File: config.mk
export PLATFORM = sky130hd
export DESIGN_NAME = snax_simbacore_job_sequencer
export DESIGN_NICKNAME = d
export VERILOG_FILES = /design/src/rtl/snax_simbacore_job_sequencer.sv
export SDC_FILE = /design/constraint.sdc
export NUM_CORES = 1
export LEC_CHECK = 0
export CORE_MARGIN = 2
export CORE_UTILIZATION = 40
export DETAILED_ROUTE_END_ITERATION = 10
export MAX_ROUTING_LAYER = met4
export PLACE_DENSITY = 0.75
export SLEW_MARGIN = 15
export SYNTH_ARGS = -nofsm -noshare
export SYNTH_HDL_FRONTEND = slang
export SYNTH_SLANG_ARGS = --single-unit
File: constraint.sdc
create_clock -name clk_i -period 5.87 [get_ports clk_i]
set_clock_uncertainty 0.15 [all_clocks]
set_input_delay 0.8805 -clock clk_i [delete_from_list [all_inputs] [get_ports clk_i]]
set_output_delay 0.8805 -clock clk_i [all_outputs]
set_load 0.02 [all_outputs]
File: src/rtl/snax_simbacore_job_sequencer.sv
// Job FIFO and issue sequencer for SimbaCore: buffers layer configs and issues them
// one at a time, tracking each job via the core busy flag and counting completions.
module snax_simbacore_job_sequencer #(
   parameter int RegDataWidth = 32,
   parameter int NumCfgRegs   = 5,
   parameter int QueueDepth   = 4,
   parameter int StartTimeout = 16,
   parameter int CntW         = $clog2(QueueDepth + 1)
) (
   input  logic                                    clk_i,
   input  logic                                    rst_i,
   input  logic [NumCfgRegs-1:0][RegDataWidth-1:0] job_cfg_i,
   input  logic                                    job_valid_i,
   output logic                                    job_ready_o,
   input  logic                                    clear_i,
   output logic [NumCfgRegs-1:0][RegDataWidth-1:0] core_cfg_o,
   output logic                                    core_cfg_valid_o,
   input  logic                                    core_cfg_ready_i,
   input  logic                                    core_busy_i,
   output logic [RegDataWidth-1:0]                 jobs_done_o,
   output logic [RegDataWidth-1:0]                 busy_cycles_o,
   output logic [CntW-1:0]                         fifo_count_o,
   output logic                                    idle_o,
   output logic                                    irq_o
);

   localparam int PtrW = (QueueDepth > 1) ? $clog2(QueueDepth) : 1;
   localparam int ToW  = $clog2(StartTimeout + 1);

   typedef enum logic [1:0] {S_IDLE, S_ISSUE, S_WAIT_START, S_RUN} state_t;

   logic [NumCfgRegs-1:0][RegDataWidth-1:0] r_mem [QueueDepth];
   logic [PtrW-1:0]         r_wr_ptr, r_rd_ptr;
   logic [CntW-1:0]         r_count;
   logic                    r_keep;
   state_t                  r_state;
   logic                    r_cfg_valid;
   logic [ToW-1:0]          r_to;
   logic [RegDataWidth-1:0] r_jobs_done, r_busy_cycles;
   logic                    r_irq;

   logic w_full, w_push, w_pop, w_fifo_empty;

   function automatic logic [PtrW-1:0] ptr_inc(input logic [PtrW-1:0] p);
      if (p == PtrW'(QueueDepth - 1)) return '0;
      return p + 1'b1;
   endfunction

   // r_keep reserves the head slot when a clear lands while that entry is being
   // offered, so it stays addressable and protected until the handshake completes.
   assign w_full       = (int'(r_count) + int'(r_keep)) >= QueueDepth;
   assign job_ready_o  = ~w_full & ~clear_i;
   assign w_push       = job_valid_i & job_ready_o;
   assign w_pop        = r_cfg_valid & core_cfg_ready_i;
   assign w_fifo_empty = (r_count == '0);

   assign core_cfg_o       = (!w_fifo_empty || r_keep) ? r_mem[r_rd_ptr] : '0;
   assign core_cfg_valid_o = r_cfg_valid;
   assign jobs_done_o      = r_jobs_done;
   assign busy_cycles_o    = r_busy_cycles;
   assign fifo_count_o     = r_count;
   assign idle_o           = (r_state == S_IDLE) && w_fifo_empty;
   assign irq_o            = r_irq;

   always_ff @(posedge clk_i) begin
      if (w_push) r_mem[r_wr_ptr] <= job_cfg_i;
   end

   always_ff @(posedge clk_i) begin
      if (rst_i) begin
         r_wr_ptr <= '0;
         r_rd_ptr <= '0;
         r_count  <= '0;
         r_keep   <= 1'b0;
      end else if (clear_i) begin
         r_count <= '0;
         if (w_pop) begin
            r_rd_ptr <= ptr_inc(r_rd_ptr);
            r_wr_ptr <= ptr_inc(r_rd_ptr);
            r_keep   <= 1'b0;
         end else if (r_state == S_ISSUE) begin
            r_wr_ptr <= ptr_inc(r_rd_ptr);
            r_keep   <= 1'b1;
         end else begin
            r_wr_ptr <= r_rd_ptr;
            r_keep   <= 1'b0;
         end
      end else begin
         if (w_push) r_wr_ptr <= ptr_inc(r_wr_ptr);
         if (w_pop) begin
            r_rd_ptr <= ptr_inc(r_rd_ptr);
            r_keep   <= 1'b0;
         end
         if (w_push && !(w_pop && !r_keep))      r_count <= r_count + 1'b1;
         else if (!w_push && w_pop && !r_keep)   r_count <= r_count - 1'b1;
      end
   end

   always_ff @(posedge clk_i) begin
      if (rst_i) begin
         r_state       <= S_IDLE;
         r_cfg_valid   <= 1'b0;
         r_to          <= '0;
         r_jobs_done   <= '0;
         r_busy_cycles <= '0;
         r_irq         <= 1'b0;
      end else begin
         r_irq <= 1'b0;
         case (r_state)
            S_IDLE: begin
               if (!w_fifo_empty && !clear_i) begin
                  r_state     <= S_ISSUE;
                  r_cfg_valid <= 1'b1;
               end
            end
            S_ISSUE: begin
               if (core_cfg_ready_i) begin
                  r_state     <= S_WAIT_START;
                  r_cfg_valid <= 1'b0;
                  r_to        <= '0;
               end
            end
            S_WAIT_START: begin
               // The cycle busy first rises counts as a busy cycle of this job.
               if (core_busy_i) begin
                  r_state       <= S_RUN;
                  r_busy_cycles <= r_busy_cycles + 1'b1;
               end else if (r_to == ToW'(StartTimeout - 1)) begin
                  r_state     <= S_IDLE;
                  r_jobs_done <= r_jobs_done + 1'b1;
                  r_irq       <= w_fifo_empty && !w_push;
               end else begin
                  r_to <= r_to + 1'b1;
               end
            end
            S_RUN: begin
               if (core_busy_i) begin
                  r_busy_cycles <= r_busy_cycles + 1'b1;
               end else begin
                  r_state     <= S_IDLE;
                  r_jobs_done <= r_jobs_done + 1'b1;
                  r_irq       <= w_fifo_empty && !w_push;
               end
            end
            default: begin
               r_state     <= S_IDLE;
               r_cfg_valid <= 1'b0;
            end
         endcase
      end
   end

endmodule
==> key figures <==
Drt
  • Total via count in the routed design: around 15,000
  • Remaining routing DRC violations: 0
  • Final routed wirelength across all metal layers: 62,800 µm
  • Wire length the detailed router placed on met1: 24,600 µm
  • Met2 wire length: approximately 32,000 µm
  • Detailed route wirelength on metal3: ~3900 µm
  • Initial detailed-routing violation count: 1,136
  • Detail Route Antenna Nets: 0
  • Per-cell via count in the routed design: 5.23
  • Max layer used: met4
  • First-pass DRT Iterations: 7
  • Routed wirelength normalized by instance count: 21.5 µm

Timing
  • Unrepaired setup endpoints after global routing: no
  • Count of final hold-check violations: 0
  • Post-layout min period: 4.39 ns
  • Highest clock rate: 228 MHz
  • Final clock period utilization by the worst path: between 70 and 80%
  • Total Negative Setup Slacks: 0 ns
  • Slew at the pin closest to its max-slew limit: 1.04 ns
  • Endpoints failing setup: 0
  • Max Transition Viols Final: 0
  • Worst rel slew slack: 30.9%
  • Setup WS post-layout: 1.48 ns

Die
  • Horizontal extent of the die: approximately 270 µm
  • Initial standard-cell utilization of the core: 40.2%
  • Io pins: 397
  • Row count: 97
  • Total die area: 72,300 µm²
  • Standard cell core area: 69,800 µm²
  • Die span in y: 269 µm

Clocking
  • Num Clock Sinks: 723
  • CTS max path bufs: 3
  • Number of resized instances in the post-cts repair step: 0
  • Source-to-sink clock delay at the later pin of the worst-skew pair: a little over 0.6 ns
  • Clock tree from TritonCTS: yes
  • Hold bufs inserted after CTS: 0
  • Total CTS buffers: between 70 and 80
  • Root Buffer Master: clkbuf_16
  • H-tree depth: 3
  • Post-CTS setup buffer count: 0
  • Register clock-pin slew on the reported worst setup and hold paths: 0.06 ns

Worst setup path
  • Worst R2R Setup Slack: ~2.9 ns
  • WP data arrival: 3.36 ns
  • Critical Path Source Type: flip-flop
  • CP Buf/Inv Count: 2
  • CP Max Fanout: 37
  • Crit path largest cell delay: 0.89 ns
  • Nature of the critical path endpoint: primary output
  • CP Data Required Time: 4.84 ns
  • Worst-path cell with the longest stage delay: dfxtp_4
  • Path type of the worst setup path: flip-flop to primary output
  • CP delay by family, top: buffers and inverters
  • Critical path cell sequence: buf_4 -> mux4_2 -> nor2b_1 -> clkdlybuf4s50_1

Yosys
  • Leading register cell type out of synthesis: edfxtp_1
  • Dominant cell type by area after synthesis: edfxtp_1
  • Dominant combinational cell family by area after synthesis: multiplexers
  • Simple-Gate Fraction of Synth Area: 7.58%
  • Multiplexer share of the synthesized area: 13.4%
  • Xor and xnor fraction of the mapped netlist area: 0.468%
  • Count of unique library cells instantiated by Yosys: 46
  • Adder and majority cell fraction of the synthesized area: 0.473%
  • Post-synthesis register bit count: about 720
  • Area of the mapped netlist: 28,100 µm²
  • Async set-reset flop share out of synthesis: 0%
  • Synth Area per Inst: 18.9 µm²
  • Area share of the largest cell type after synthesis: around two thirds
  • Syn nets: 1,660
  • Yosys warnings: 0
  • Post-Synthesis Cells: 1,484
  • Sequential cell area fraction in the yosys report: 74.4%
  • Complex-gate fraction of the synthesized area: 2.31%
  • Number of flops mapped to enable cells by yosys: 640
  • Synth top area cells: edfxtp_1 68%, mux4_2 13%, dfxtp_1 5.9%

Finish
  • Fin util: 51.3%
  • Sequential cell area: approximately 21,000 µm²
  • Fill count: approximately 5,400
  • Nets: 2,083
  • Area growth syn-to-layout: 27.6%
  • Area taken by multi-input logic gates: 6820 µm²
  • Share of post-route cells with drive strength above 1: 16.6%
  • Post-route cell area: approximately 36,000 µm²

Global routing
  • Pin count of the biggest net entering global routing: 161
  • Vias in the first global route: 15,700
  • Antenna violations before repair: 12
  • Global router's overall resource usage: 17.6%
  • Final global-route overflow total: 0
  • Global-route wire length before repair: 93,100 µm

Power
  • Reg power frac: 50.5%
  • Power dissipated by switching net loads: 2.51 mW
  • Pint: 8.87 mW
  • Switching share of power: 22.1%
  • Relative contribution of the clock network to total power: around two fifths
  • Pwr dens: 318 nW/µm²
  • Comb pwr share: 7.7%
  • Maximum vdd ir drop: 0.255 mV
  • Pleak: 11.0 nW

Place
  • Routability Congestion: 0.811
  • Count of buffers inserted at the top-level ports: a little under 400
  • Instance area at placement: 33,200 µm²
  • Dpl ws: 1.82 ns
  • HPWL after detailed placement: 38,800 µm

Hold path
  • Min-Delay Path Class: flip-flop to flip-flop

Status
  • Result of the run: completed

Flow run
  • Max-cap violations: 0
layer usage:
metal  track usage, %  vias up
li1                 -     6821
met1             21.1     7867
met2             28.8      493
met3             4.05      102
met4             7.36        0
met5                -        -
flip-flops by register name, indices dropped and copies added, names as in the netlist, named ones only:
register,cells
r_mem,640
busy_cycles_o,32
jobs_done_o,32
r_to,5
fifo_count_o,3
r_rd_ptr,2
r_state,2
r_wr_ptr,2
core_cfg_valid_o,1
irq_o,1
r_keep,1
through the flow:
stage / hold WS, ns / std cells / power [mW]
final: 0.344 / 2923 / 11.4
after global routing: 0.375 / 2922 / 11.8
after CTS: 0.341 / 2909 / 11.5
after detailed placement: 0.331 / 2766 / 6.74
after global placement: 0.307 / 2766 / 6.71
after floorplan: 0.299 / 1484 / 6.27
cell type report:
| cell class | count | area share (%) |
|---|---|---|
| diodes | 13 | 0.0908 |
| clock buffers | 89 | 5.56 |
| clock inverters | 54 | 1.51 |
| inverters | 14 | 0.147 |
| multi-input cells | 665 | 19.0 |
| flip-flops and latches | 723 | 58.3 |
| well taps | 940 | 3.28 |
| repair buffers | 425 | 12.1 |
power by group through the flow:
stage	Sequential [mW]	Combinational, mW	Clock (mW)
after floorplan	5.85	0.420	0
after global placement	5.85	0.865	0
after detailed placement	5.86	0.880	0
after CTS	5.75	0.886	4.88
after global routing	5.75	0.927	5.08
final	5.75	0.873	4.76
worst paths after layout:
path / endpoint / startpoint / cells after the start
worst min register to register: flip-flop / r_rd_ptr[1] / 2
worst min-delay path: flip-flop / r_rd_ptr[1] / 2
worst max register to register: r_mem[1][47] / r_keep / 3
worst max-delay path: core_cfg_o[3] / flip-flop / 4
synth_stat cells (all sizes together), types with 21 or more instances:
cell and number:
or4 27, edfxtp 640, nand3 23, a21oi 53, o31ai 24, buf 29, clkbuf 53, nand2 28
mux4 160, or3 21, nor2 30, dfxtp 83, nor2b 167
cell usage in the layout (no fill, tap or decap), types with 8 or more instances in the layout:
master / count
a21oi_1: 53
and4_1: 8
buf_12: 10
buf_4: 18
clkbuf_1: 11
clkbuf_16: 78
clkdlybuf4s50_1: 395
clkinv_1: 12
clkinv_2: 20
dfxtp_1: 81
diode_2: 13
edfxtp_1: 640
ha_1: 9
inv_1: 14
mux2i_1: 8
mux4_2: 160
nand2_1: 28
nand3_1: 23
nand4_1: 17
nor2_1: 29
nor2b_1: 167
nor3_1: 8
o21ai_0: 19
o31ai_1: 24
or3_1: 21
or4_1: 26
xnor2_1: 8
worst reg2reg max path: stages (launching register included):
cell,delay [ns]
dfxtp_1,0.36
a311oi_2,0.63
and3_4,0.97
buf_4,0.49
kinds of logic after synthesis:
family | after synthesis
AO/OA/AOI/OAI | 109
buffers and inverters | 96
XOR/XNOR | 15
flip-flops | 723
multiplexers | 174
AND/OR/NAND/NOR | 357
adder cells (fa/ha/maj) | 10
No activity file was read; power rests on OpenSTA's default activity.
